**config.mk**
```make
export PLATFORM = sky130hd
export DESIGN_NAME = fpu_add_dispatch_flat
export DESIGN_NICKNAME = d
export VERILOG_FILES = /design/src/rtl/fpu_pkg.sv /design/src/rtl/fpu_add_dispatch_if.sv /design/src/rtl/fpu_sync_fifo.sv /design/src/rtl/fpu_add_dispatch.sv /design/src/flat_wrapper.sv
export SDC_FILE = /design/constraint.sdc
export NUM_CORES = 1
export LEC_CHECK = 0
export ABC_AREA = 1
export BUFFER_PORTS_ARGS = -buffer_cell sky130_fd_sc_hd__buf_2
export CORE_MARGIN = 2
export CORE_UTILIZATION = 61
export DETAILED_ROUTE_END_ITERATION = 10
export GPL_ROUTABILITY_DRIVEN = 0
export PLACE_DENSITY_LB_ADDON = 0.1
export SLEW_MARGIN = 5
export SYNTH_ARGS = -nofsm -noshare
export SYNTH_HDL_FRONTEND = slang
export SYNTH_SLANG_ARGS = --single-unit
```
**constraint.sdc**
```tcl
create_clock -name CLK -period 6.5 [get_ports CLK]
set_input_delay 0 -clock CLK [delete_from_list [all_inputs] [get_ports CLK]]
set_output_delay 0 -clock CLK [all_outputs]
set_load 0.02 [all_outputs]
```
**src/rtl/fpu_pkg.sv**
```systemverilog
// rtl/fpu_pkg.sv - shared types and constants for the FP adder dispatch front-end
package fpu_pkg;

  typedef enum logic [1:0] {
    D_IDLE  = 2'd0,
    D_ISSUE = 2'd1,
    D_WAIT  = 2'd2,
    D_FLUSH = 2'd3
  } dispatch_state_t;

  // Adder controller sequencing, kept here so both sides share one definition
  typedef enum logic [2:0] {
    A_IDLE   = 3'd0,
    A_UNPACK = 3'd1,
    A_ALIGN  = 3'd2,
    A_ADD    = 3'd3,
    A_NORM   = 3'd4,
    A_ROUND  = 3'd5,
    A_DONE   = 3'd6
  } add_ctrl_state_t;

  localparam logic [2:0] EXC_NONE      = 3'b000;
  localparam logic [2:0] EXC_UNDERFLOW = 3'b001;
  localparam logic [2:0] EXC_OVERFLOW  = 3'b010;

  localparam int OP_W   = 32;
  localparam int MODE_W = 3;

  function automatic int req_width(input int tag_w);
    return 2 * OP_W + MODE_W + tag_w;
  endfunction

endpackage

```
**src/rtl/fpu_add_dispatch_if.sv**
```systemverilog
// rtl/fpu_add_dispatch_if.sv - request, adder-controller and result ports of the dispatcher
interface fpu_add_dispatch_if #(
  parameter int DEPTH = 4,
  parameter int TAG_W = 4
);
  localparam int CNT_W = $clog2(DEPTH + 1);

  logic             In_valid;
  logic             In_ready;
  logic [31:0]      In_op1;
  logic [31:0]      In_op2;
  logic [2:0]       In_mode;
  logic [TAG_W-1:0] In_tag;

  logic [31:0]      Add_datain1;
  logic [31:0]      Add_datain2;
  logic             Add_data_valid;
  logic [2:0]       Add_mode;
  logic [31:0]      Add_dataout;
  logic             Add_dataout_valid;
  logic [2:0]       Add_exc;

  logic             Out_valid;
  logic             Out_ready;
  logic [31:0]      Out_data;
  logic [2:0]       Out_exc;
  logic [TAG_W-1:0] Out_tag;
  logic             Out_timeout;

  logic             Busy;
  logic [CNT_W-1:0] Count;

  modport slave (
    input  In_valid, In_op1, In_op2, In_mode, In_tag,
    input  Add_dataout, Add_dataout_valid, Add_exc,
    input  Out_ready,
    output In_ready,
    output Add_datain1, Add_datain2, Add_data_valid, Add_mode,
    output Out_valid, Out_data, Out_exc, Out_tag, Out_timeout,
    output Busy, Count
  );

  modport master (
    output In_valid, In_op1, In_op2, In_mode, In_tag,
    output Add_dataout, Add_dataout_valid, Add_exc,
    output Out_ready,
    input  In_ready,
    input  Add_datain1, Add_datain2, Add_data_valid, Add_mode,
    input  Out_valid, Out_data, Out_exc, Out_tag, Out_timeout,
    input  Busy, Count
  );

endinterface

```
**src/rtl/fpu_sync_fifo.sv**
```systemverilog
// rtl/fpu_sync_fifo.sv - single-clock request FIFO; full/empty come from count, pointers wrap mod DEPTH
module fpu_sync_fifo
  import fpu_pkg::*;
#(
  parameter int WIDTH = 8,
  parameter int DEPTH = 4
) (
  input  logic                         clk,
  input  logic                         rst,
  input  logic                         push,
  input  logic                         pop,
  input  logic [WIDTH-1:0]             wdata,
  output logic [WIDTH-1:0]             rdata,
  output logic [$clog2(DEPTH+1)-1:0]   count
);
  localparam int PTR_W = $clog2(DEPTH);
  localparam int CNT_W = $clog2(DEPTH + 1);

  logic [WIDTH-1:0] mem_q [DEPTH];
  logic [PTR_W-1:0] wptr_q, rptr_q;
  logic [CNT_W-1:0] count_q;

  // Storage carries no reset; only the pointers and count define validity
  always_ff @(posedge clk) begin
    if (push) begin
      mem_q[wptr_q] <= wdata;
    end
  end

  always_ff @(posedge clk) begin
    if (rst) begin
      wptr_q  <= '0;
      rptr_q  <= '0;
      count_q <= '0;
    end else begin
      if (push) begin
        wptr_q <= wptr_q + 1'b1;
      end
      if (pop) begin
        rptr_q <= rptr_q + 1'b1;
      end
      case ({push, pop})
        2'b10:   count_q <= count_q + 1'b1;
        2'b01:   count_q <= count_q - 1'b1;
        default: count_q <= count_q;
      endcase
    end
  end

  assign rdata = mem_q[rptr_q];
  assign count = count_q;

endmodule

```
**src/rtl/fpu_add_dispatch.sv**
```systemverilog
// rtl/fpu_add_dispatch.sv - queues FP add requests, issues one at a time and returns tagged results
module fpu_add_dispatch
  import fpu_pkg::*;
#(
  parameter int DEPTH   = 4,
  parameter int TAG_W   = 4,
  parameter int TIMEOUT = 64
) (
  input logic               CLK,
  input logic               RST,
  fpu_add_dispatch_if.slave bus
);
  localparam int CNT_W = $clog2(DEPTH + 1);
  localparam int TMR_W = $clog2(TIMEOUT);
  localparam int FW    = req_width(TAG_W);
  localparam logic [TMR_W-1:0] TMR_LAST = TMR_W'(TIMEOUT - 1);

  dispatch_state_t  state_q, state_d;
  logic [TMR_W-1:0] timer_q, timer_d;

  logic [31:0]      op1_q, op1_d;
  logic [31:0]      op2_q, op2_d;
  logic [2:0]       mode_q, mode_d;
  logic [TAG_W-1:0] tag_q, tag_d;

  logic             out_valid_q, out_valid_d;
  logic [31:0]      out_data_q, out_data_d;
  logic [2:0]       out_exc_q, out_exc_d;
  logic [TAG_W-1:0] out_tag_q, out_tag_d;
  logic             out_timeout_q, out_timeout_d;

  logic             push, pop;
  logic [CNT_W-1:0] count;
  logic [FW-1:0]    fifo_wdata, fifo_rdata;

  assign bus.In_ready = !RST && (count < CNT_W'(DEPTH));
  assign push         = bus.In_valid && bus.In_ready;
  // Issue only with an empty output slot so at most one result is ever pending
  assign pop          = (state_q == D_IDLE) && (count != '0) && !out_valid_q;
  assign fifo_wdata   = {bus.In_op1, bus.In_op2, bus.In_mode, bus.In_tag};

  fpu_sync_fifo #(
    .WIDTH (FW),
    .DEPTH (DEPTH)
  ) u_fifo (
    .clk   (CLK),
    .rst   (RST),
    .push  (push),
    .pop   (pop),
    .wdata (fifo_wdata),
    .rdata (fifo_rdata),
    .count (count)
  );

  always_comb begin
    state_d       = state_q;
    timer_d       = timer_q;
    op1_d         = op1_q;
    op2_d         = op2_q;
    mode_d        = mode_q;
    tag_d         = tag_q;
    out_valid_d   = out_valid_q;
    out_data_d    = out_data_q;
    out_exc_d     = out_exc_q;
    out_tag_d     = out_tag_q;
    out_timeout_d = out_timeout_q;

    if (out_valid_q && bus.Out_ready) begin
      out_valid_d = 1'b0;
    end

    unique case (state_q)
      D_IDLE: begin
        if (pop) begin
          {op1_d, op2_d, mode_d, tag_d} = fifo_rdata;
          state_d = D_ISSUE;
        end
      end
      D_ISSUE: begin
        timer_d = '0;
        state_d = D_WAIT;
      end
      D_WAIT: begin
        if (bus.Add_dataout_valid) begin
          out_valid_d   = 1'b1;
          out_data_d    = bus.Add_dataout;
          out_exc_d     = bus.Add_exc;
          out_tag_d     = tag_q;
          out_timeout_d = 1'b0;
          timer_d       = '0;
          state_d       = D_IDLE;
        end else if (timer_q == TMR_LAST) begin
          out_valid_d   = 1'b1;
          out_data_d    = '0;
          out_exc_d     = EXC_NONE;
          out_tag_d     = tag_q;
          out_timeout_d = 1'b1;
          timer_d       = '0;
          state_d       = D_FLUSH;
        end else begin
          timer_d = timer_q + 1'b1;
        end
      end
      D_FLUSH: begin
        // The abandoned request may still answer late; swallow that one pulse
        if (bus.Add_dataout_valid || (timer_q == TMR_LAST)) begin
          timer_d = '0;
          state_d = D_IDLE;
        end else begin
          timer_d = timer_q + 1'b1;
        end
      end
      default: begin
        state_d = D_IDLE;
      end
    endcase
  end

  always_ff @(posedge CLK) begin
    if (RST) begin
      state_q       <= D_IDLE;
      timer_q       <= '0;
      op1_q         <= '0;
      op2_q         <= '0;
      mode_q        <= '0;
      tag_q         <= '0;
      out_valid_q   <= 1'b0;
      out_data_q    <= '0;
      out_exc_q     <= '0;
      out_tag_q     <= '0;
      out_timeout_q <= 1'b0;
    end else begin
      state_q       <= state_d;
      timer_q       <= timer_d;
      op1_q         <= op1_d;
      op2_q         <= op2_d;
      mode_q        <= mode_d;
      tag_q         <= tag_d;
      out_valid_q   <= out_valid_d;
      out_data_q    <= out_data_d;
      out_exc_q     <= out_exc_d;
      out_tag_q     <= out_tag_d;
      out_timeout_q <= out_timeout_d;
    end
  end

  assign bus.Add_datain1    = op1_q;
  assign bus.Add_datain2    = op2_q;
  assign bus.Add_mode       = mode_q;
  assign bus.Add_data_valid = (state_q == D_ISSUE);

  assign bus.Out_valid   = out_valid_q;
  assign bus.Out_data    = out_data_q;
  assign bus.Out_exc     = out_exc_q;
  assign bus.Out_tag     = out_tag_q;
  assign bus.Out_timeout = out_timeout_q;

  assign bus.Busy  = (state_q != D_IDLE);
  assign bus.Count = count;

endmodule
```
**src/flat_wrapper.sv**
```systemverilog
// flat-port wrapper written by rule: the top's interface ports become plain ports
module fpu_add_dispatch_flat import fpu_pkg::*;
#(
  parameter int DEPTH   = 4,
  parameter int TAG_W   = 4,
  parameter int TIMEOUT = 64
)
  (CLK, RST, bus_In_valid, bus_In_op1, bus_In_op2, bus_In_mode, bus_In_tag, bus_Add_dataout, bus_Add_dataout_valid, bus_Add_exc, bus_Out_ready, bus_In_ready, bus_Add_datain1, bus_Add_datain2, bus_Add_data_valid, bus_Add_mode, bus_Out_valid, bus_Out_data, bus_Out_exc, bus_Out_tag, bus_Out_timeout, bus_Busy, bus_Count);
  fpu_add_dispatch_if #(.DEPTH(DEPTH), .TAG_W(TAG_W)) bus_i ();
  input logic CLK;
  input logic RST;
  input wire logic [$bits(bus_i.In_valid)-1:0] bus_In_valid;
  input wire logic [$bits(bus_i.In_op1)-1:0] bus_In_op1;
  input wire logic [$bits(bus_i.In_op2)-1:0] bus_In_op2;
  input wire logic [$bits(bus_i.In_mode)-1:0] bus_In_mode;
  input wire logic [$bits(bus_i.In_tag)-1:0] bus_In_tag;
  input wire logic [$bits(bus_i.Add_dataout)-1:0] bus_Add_dataout;
  input wire logic [$bits(bus_i.Add_dataout_valid)-1:0] bus_Add_dataout_valid;
  input wire logic [$bits(bus_i.Add_exc)-1:0] bus_Add_exc;
  input wire logic [$bits(bus_i.Out_ready)-1:0] bus_Out_ready;
  output wire logic [$bits(bus_i.In_ready)-1:0] bus_In_ready;
  output wire logic [$bits(bus_i.Add_datain1)-1:0] bus_Add_datain1;
  output wire logic [$bits(bus_i.Add_datain2)-1:0] bus_Add_datain2;
  output wire logic [$bits(bus_i.Add_data_valid)-1:0] bus_Add_data_valid;
  output wire logic [$bits(bus_i.Add_mode)-1:0] bus_Add_mode;
  output wire logic [$bits(bus_i.Out_valid)-1:0] bus_Out_valid;
  output wire logic [$bits(bus_i.Out_data)-1:0] bus_Out_data;
  output wire logic [$bits(bus_i.Out_exc)-1:0] bus_Out_exc;
  output wire logic [$bits(bus_i.Out_tag)-1:0] bus_Out_tag;
  output wire logic [$bits(bus_i.Out_timeout)-1:0] bus_Out_timeout;
  output wire logic [$bits(bus_i.Busy)-1:0] bus_Busy;
  output wire logic [$bits(bus_i.Count)-1:0] bus_Count;
  assign bus_i.In_valid = bus_In_valid;
  assign bus_i.In_op1 = bus_In_op1;
  assign bus_i.In_op2 = bus_In_op2;
  assign bus_i.In_mode = bus_In_mode;
  assign bus_i.In_tag = bus_In_tag;
  assign bus_i.Add_dataout = bus_Add_dataout;
  assign bus_i.Add_dataout_valid = bus_Add_dataout_valid;
  assign bus_i.Add_exc = bus_Add_exc;
  assign bus_i.Out_ready = bus_Out_ready;
  assign bus_In_ready = bus_i.In_ready;
  assign bus_Add_datain1 = bus_i.Add_datain1;
  assign bus_Add_datain2 = bus_i.Add_datain2;
  assign bus_Add_data_valid = bus_i.Add_data_valid;
  assign bus_Add_mode = bus_i.Add_mode;
  assign bus_Out_valid = bus_i.Out_valid;
  assign bus_Out_data = bus_i.Out_data;
  assign bus_Out_exc = bus_i.Out_exc;
  assign bus_Out_tag = bus_i.Out_tag;
  assign bus_Out_timeout = bus_i.Out_timeout;
  assign bus_Busy = bus_i.Busy;
  assign bus_Count = bus_i.Count;
  fpu_add_dispatch #(.DEPTH(DEPTH), .TAG_W(TAG_W), .TIMEOUT(TIMEOUT)) u_core (.CLK(CLK), .RST(RST), .bus(bus_i));
endmodule
```
After elaboration in Yosys (flattened, before gate mapping)
Memory sizes are Yosys's and may differ from the RTL's. A register that Yosys moved wholly into a read port is not among the register bits. Cells that the tools add are included.

Bits of input ports: 111. Memories: 1. Register bits after elaboration: 56. Output and inout bits: 114. Memory bits (writable): 284. Logic and storage cells: 67.

Memory list: u_core.u_fifo.mem_q (depth 4, bits a word 71, read ports 1, clocked after memory_dff 1, write ports 1, RTL line fpu_sync_fifo.sv:19) `logic [WIDTH-1:0] mem_q [DEPTH];`.

Add/sub/neg operators: 5. Reduce and logical (&&, ||, !) cells: 17. $lt $le $gt $ge: 1. Equality and inequality tests: 9. Multiplexer cells: 24.

Operators by type and width (number): 32-bit 2-to-1 mux (2); 6-bit 2-to-1 mux (3); 6-bit case mux with 3 select lines (1); 1-bit 2-to-1 mux (8); 2-bit 2-to-1 mux (4); 4-bit 2-to-1 mux (2); 2-bit case mux with 4 select lines (1); 6-bit by 1-bit adder with 6-bit output, second input constant (1); 2-bit == test, second input constant (3); 6-bit == test, second input constant (1); 3-bit 2-to-1 mux (2); 3-bit case mux with 2 select lines (1); 2-bit nonzero test (3); 3-bit nonzero test (2); 1-bit logical AND (5); 2-bit by 1-bit adder with 2-bit output, second input constant (2); 2-bit by 1-bit == test with 1-bit output, second input constant (2); 2-bit AND reduction (2); 3-bit by 1-bit adder with 3-bit output, second input constant (1); 3-bit less-than comparator, second input constant (1); 3-bit by 2-bit != test with 1-bit output, second input constant (1); 3-bit AND reduction (1); 3-bit by 1-bit subtractor with 3-bit output, second input constant (1); 1-bit zero test (2); 4 further kinds (4).

Depth between registers and ports, before layout
Word-level depth: 5. Mapped depth: 13. Depth with buffers taken out: 12.

Modules after synthesis
A second synthesis with hierarchy kept.

Cell total of the unflattened synthesis: 1305. Area, all modules: 15356.0 µm².

By module, submodules not included: fpu_sync_fifo (seq. area each 8708.4 µm², area an instance 10964.3 µm², instances 1, cells an instance 743); fpu_add_dispatch (seq. area each 2402.3 µm², area an instance 4391.7 µm², instances 1, cells an instance 562).

Worst setup path before layout
Ideal clock, no wire load.

Path type: flip-flop to flip-flop. Start point: reg u_core.u_fifo.count_q[2], in the netlist u_core.u_fifo.count[2]. End point: mem u_core.u_fifo.mem_q[0][0] (netlist bit), enable pin. Clock period less this slack: 4.497 ns. Data required time: 5.999 ns. Library setup time: 0.501 ns. Path slack: 2.003 ns. Arrival time: 3.996 ns. Path buffers: 0. Stages on the path, launching flop included: 4. Cell sequence: dfxtp_1 -> nor2_1 -> nand2_1 -> nor2_1.

Cells in the longest elaborated chain, start to end: 5.

Ends and longest elaborated chain: from (decl) (RTL line fpu_sync_fifo.sv:21) `logic [CNT_W-1:0] count_q;`; from (signal assigned) (RTL line fpu_sync_fifo.sv:43) `2'b10: count_q <= count_q + 1'b1;`; from (signal assigned) (RTL line fpu_sync_fifo.sv:44) `2'b01: count_q <= count_q - 1'b1;`; from (signal assigned) (RTL line fpu_sync_fifo.sv:45) `default: count_q <= count_q;`; 3-bit less-than comparator (RTL line fpu_add_dispatch.sv:36) `assign bus.In_ready = !RST && (count < CNT_W'(DEPTH));`; 1-bit logical AND (RTL line fpu_add_dispatch.sv:36); via bus_In_ready (RTL line flat_wrapper.sv:21) `output wire logic [$bits(bus_i.In_ready)-1:0] bus_In_ready;`; 1-bit logical AND (RTL line fpu_add_dispatch.sv:37) `assign push = bus.In_valid && bus.In_ready;`; 1-bit 2-to-1 mux (RTL line fpu_sync_fifo.sv:25) `if (push) begin`; 1-bit 2-to-1 mux (implied by the code) (RTL line fpu_sync_fifo.sv:26) `mem_q[wptr_q] <= wdata;`; to (decl) (RTL line fpu_sync_fifo.sv:19).

The timed path passes the listed nets, and every way through them passes these cells.

Worst setup path in the final report
Start point: reg u_core.u_fifo.count_q[0], in the netlist u_core.u_fifo.count[0]. End point: reg u_core.u_fifo.count_q[1], in the netlist u_core.u_fifo.count[1].

Cells in the longest elaborated chain, start to end: 5. Elaborated cells between the ends (all ways): 12. Those cells by class: add/sub (2); order compare (1); eq/ne (2); mux (1); reduce/logical (6).

Ends and longest elaborated chain: 3-bit less-than comparator / 3-bit nonzero test (equally long branches) (RTL line fpu_add_dispatch.sv:36, fpu_add_dispatch.sv:39); 1-bit logical AND, on equally long branches (RTL line fpu_add_dispatch.sv:36, fpu_add_dispatch.sv:39); 1-bit logical AND, on equally long branches (RTL line fpu_add_dispatch.sv:37, fpu_add_dispatch.sv:39); 2-bit by 1-bit == test with 1-bit output / 2-bit == test (equally long branches) (RTL line fpu_sync_fifo.sv:42) `case ({push, pop})`; 3-bit case mux with 2 select lines / 2-bit nonzero test (equally long branches).

Parallel ways exist; a longest one is shown, timed or not. A chain may end at the register's enable or synchronous reset.

==> run summary <==
Crit Path Max Fanout = 76
setup bufs post-CTS = 0
post-synthesis sequential area ratio = 71.7%
endpoints failing setup = 0
final hold vios = 0
number of synthesized flops with an enable pin = 284
Buf+Inv Stages, Crit Path = 3
clk slew on worst S/H paths = 0.06 ns
largest net degree at the start of global routing = 119
PwrDens = 408 nW/um2
ys async rst share = 0%
vias in the first global route = 10,300
Die Y = 163 um
maximum clock path buffer count = 3
Resized cells post-CTS = 0
Slew HR = 19.6%
Mapped Cells = 1,367
I/O Buffers = 224
setup tns final = 0 ns
Global Route Usage Sum = 25.0%
Tmin final = 3.95 ns
non-filler instance count after layout = 2,034
total CTS buffers = 40
Post-layout nets = 1,786
Mapped Area = 15,400 um2
number of nets with antenna violations after routing = 0
Worst Skew = 0.0222 ns
clock sinks = 411
max cap viols = 0
die area = 26,600 um2
Slew @ Worst Pin = 1.20 ns
final hold slack = 0.0774 ns
final global-route overflow total = 0
Worst setup SP type = flip-flop
run status = finished, final reports clean
Post-Syn Nets = 1,485
Max rail drop VDD = 266 uV
Initial Utilization = 61.7%
critical path's top delay family = buffers and inverters
WP data required = 6.94 ns
Root Driver = clkbuf_16
CP Data Arrival Time = 4.39 ns
vias per inst = 5.41
number of DRC markers in iteration 0 = 843
first-pass GRT wire length = 52.5 mm
top-count cell post-synth = nor2_1
period utilization = 60.8%
CP Capture Type = flip-flop
critical-path cell list = inv_1 -> nand3_1 -> nand3_4 -> clkinv_2 -> ha_1 -> inv_1 -> fa_1 -> nor2_1 -> a21oi_1 -> nor2_1
WL/cell = 16.7 um
dpl hpwl = 18.1 mm
worst skew pair latency = 0.53 ns
area share of the largest cell type after synthesis = 55.2%
via count = 11,000
Core Rows = 58
CTS hold repair buffers = 108
final wirelength = 34.0 mm
total power = 0.00774 W
share of cells above drive strength 1 = 18.3%
Syn-to-layout area delta = 23.0%
top area cells in the synthesized netlist = edfxtp_1 55%, dfxtp_1 16%, nor2_1 9.3%
antenna violations before repair = 4
FF+latch count, synth = 411
Leakage = 7.28 nW
unrepaired setup endpoints after global routing = no
Hold Crit Class = primary input to flip-flop
CTS tree = done
Syn. warnings = 0
fmax = 253 MHz
Core ar. = 25,000 um2
IO Count = 225
die width = 163 um
top cells by count, synth = 382 x nor2_1, 284 x edfxtp_1, 212 x o21ai_0
1st-pass router iterations = 5
H-tree depth = 2
Reg2Reg Setup Slack = 2.55 ns
Synth cell types = 28
drt drc = 0
Critical-path top delay cell = clkinv_2
max incr delay on CP = 1.13 ns
critical path class = flip-flop to flip-flop
Slew Viols, Final = 0
Syn Area/Cell = 11.3 um2
Synth area leader = edfxtp_1
placed insts = 1,848
Top FF cell, synth = edfxtp_1
==> cells by family after synthesis <==
| family | Yosys count | synth area share [%] |
|---|---|---|
| AO/OA/AOI/OAI | 344 | 11.3 |
| XOR/XNOR | 1 | 0.0567 |
| adder cells (fa/ha/maj) | 7 | 0.616 |
| buffers and inverters | 107 | 3.88 |
| flip-flops | 411 | 71.7 |
| AND/OR/NAND/NOR | 497 | 12.5 |
==> where the power goes <==
part           internal (W)  switching (W)  leakage [nW]  total (W)
clock               0.00136       0.000926         0.657    0.00228
sequential          0.00312       0.000188          3.62    0.00331
combinational      0.000647        0.00150          3.01    0.00215
total               0.00512        0.00262          7.28    0.00774
==> metrics by stage <==
step,setup WS (ns),instance area [um2],utilization (%)
floorplan,2.00,15400,-
global placement,2.70,16600,66.2
detailed placement,2.66,16600,66.2
CTS,2.55,19000,75.8
global route,2.17,19000,75.8
finish,2.55,19000,75.8
==> worst paths after layout <==
| check | start | endpoint | cells past startpoint |
|---|---|---|---|
| setup reg to reg | u_core.u_fifo.count[0] | u_core.u_fifo.count[1] | 10 |
| hold / removal | RST | u_core.state_q[1] | 2 |
| hold reg to reg | u_core.bus.Out_data[10] | u_core.bus.Out_data[10] | 2 |
| setup / recovery | u_core.u_fifo.count[0] | u_core.u_fifo.count[1] | 10 |
==> flip-flops by register name (all words and copies together), names as in the netlist, 4 cells and up <==
name	cells
u_core.tag_q	4
u_core.bus.Add_datain1	32
u_core.bus.Out_data	32
u_core.timer_q	6
u_core.u_fifo.mem_q	284
u_core.bus.Out_tag	4
u_core.bus.Add_datain2	32
==> metal layers <==
layer / up-vias / routed length (um) / track usage [%]
li1: 5315 / - / -
met1: 5224 / 14400 / 32.6
met2: 401 / 16500 / 43.5
met3: 54 / 2280 / 4.27
met4: 0 / 732 / 7.24
met5: - / 0 / 0
==> layout make-up <==
cell class,instances,area (um2)
tap,330,413
timing repair buffer,340,2260
sequential,411,11100
multi-input combinational,849,3800
clock inverter,14,124
clock buffer,60,1200
fill,1606,6050
inverter,26,104
antenna,4,10.0
==> placed cells by master (no fill, tap or decap) <==
cell type      Yosys  routed
o21ai_4            1       1
diode_2            0       4
inv_1             21      20
nand3_2            1       1
clkinv_1           0       3
nor2_1           382     378
ha_1               6       6
clkbuf_16          0      41
nand4_1            1       1
o21ai_1           80      80
a21oi_1           49      49
inv_4              1       2
clkbuf_1          27       9
dfxtp_1          127     126
nand3b_1           3       3
nand3_1            6       6
fa_1               1       1
bufinv_16          0       2
clkinv_2           1       8
buf_4             13       8
inv_2              3       3
dlygate4sd3_1      0     108
nor2_4             2       6
clkbuf_8           0      10
dfxtp_4            0       1
xor2_1             1       1
buf_2             26     224
nand2_1           98      98
inv_6              0       2
o21bai_1           2       2
o21ai_0          212     212
edfxtp_1         284     284
nor3_1             2       2
nand2_4            1       1
nand3_4            1       1
No activity file was read; power rests on OpenSTA's default activity.
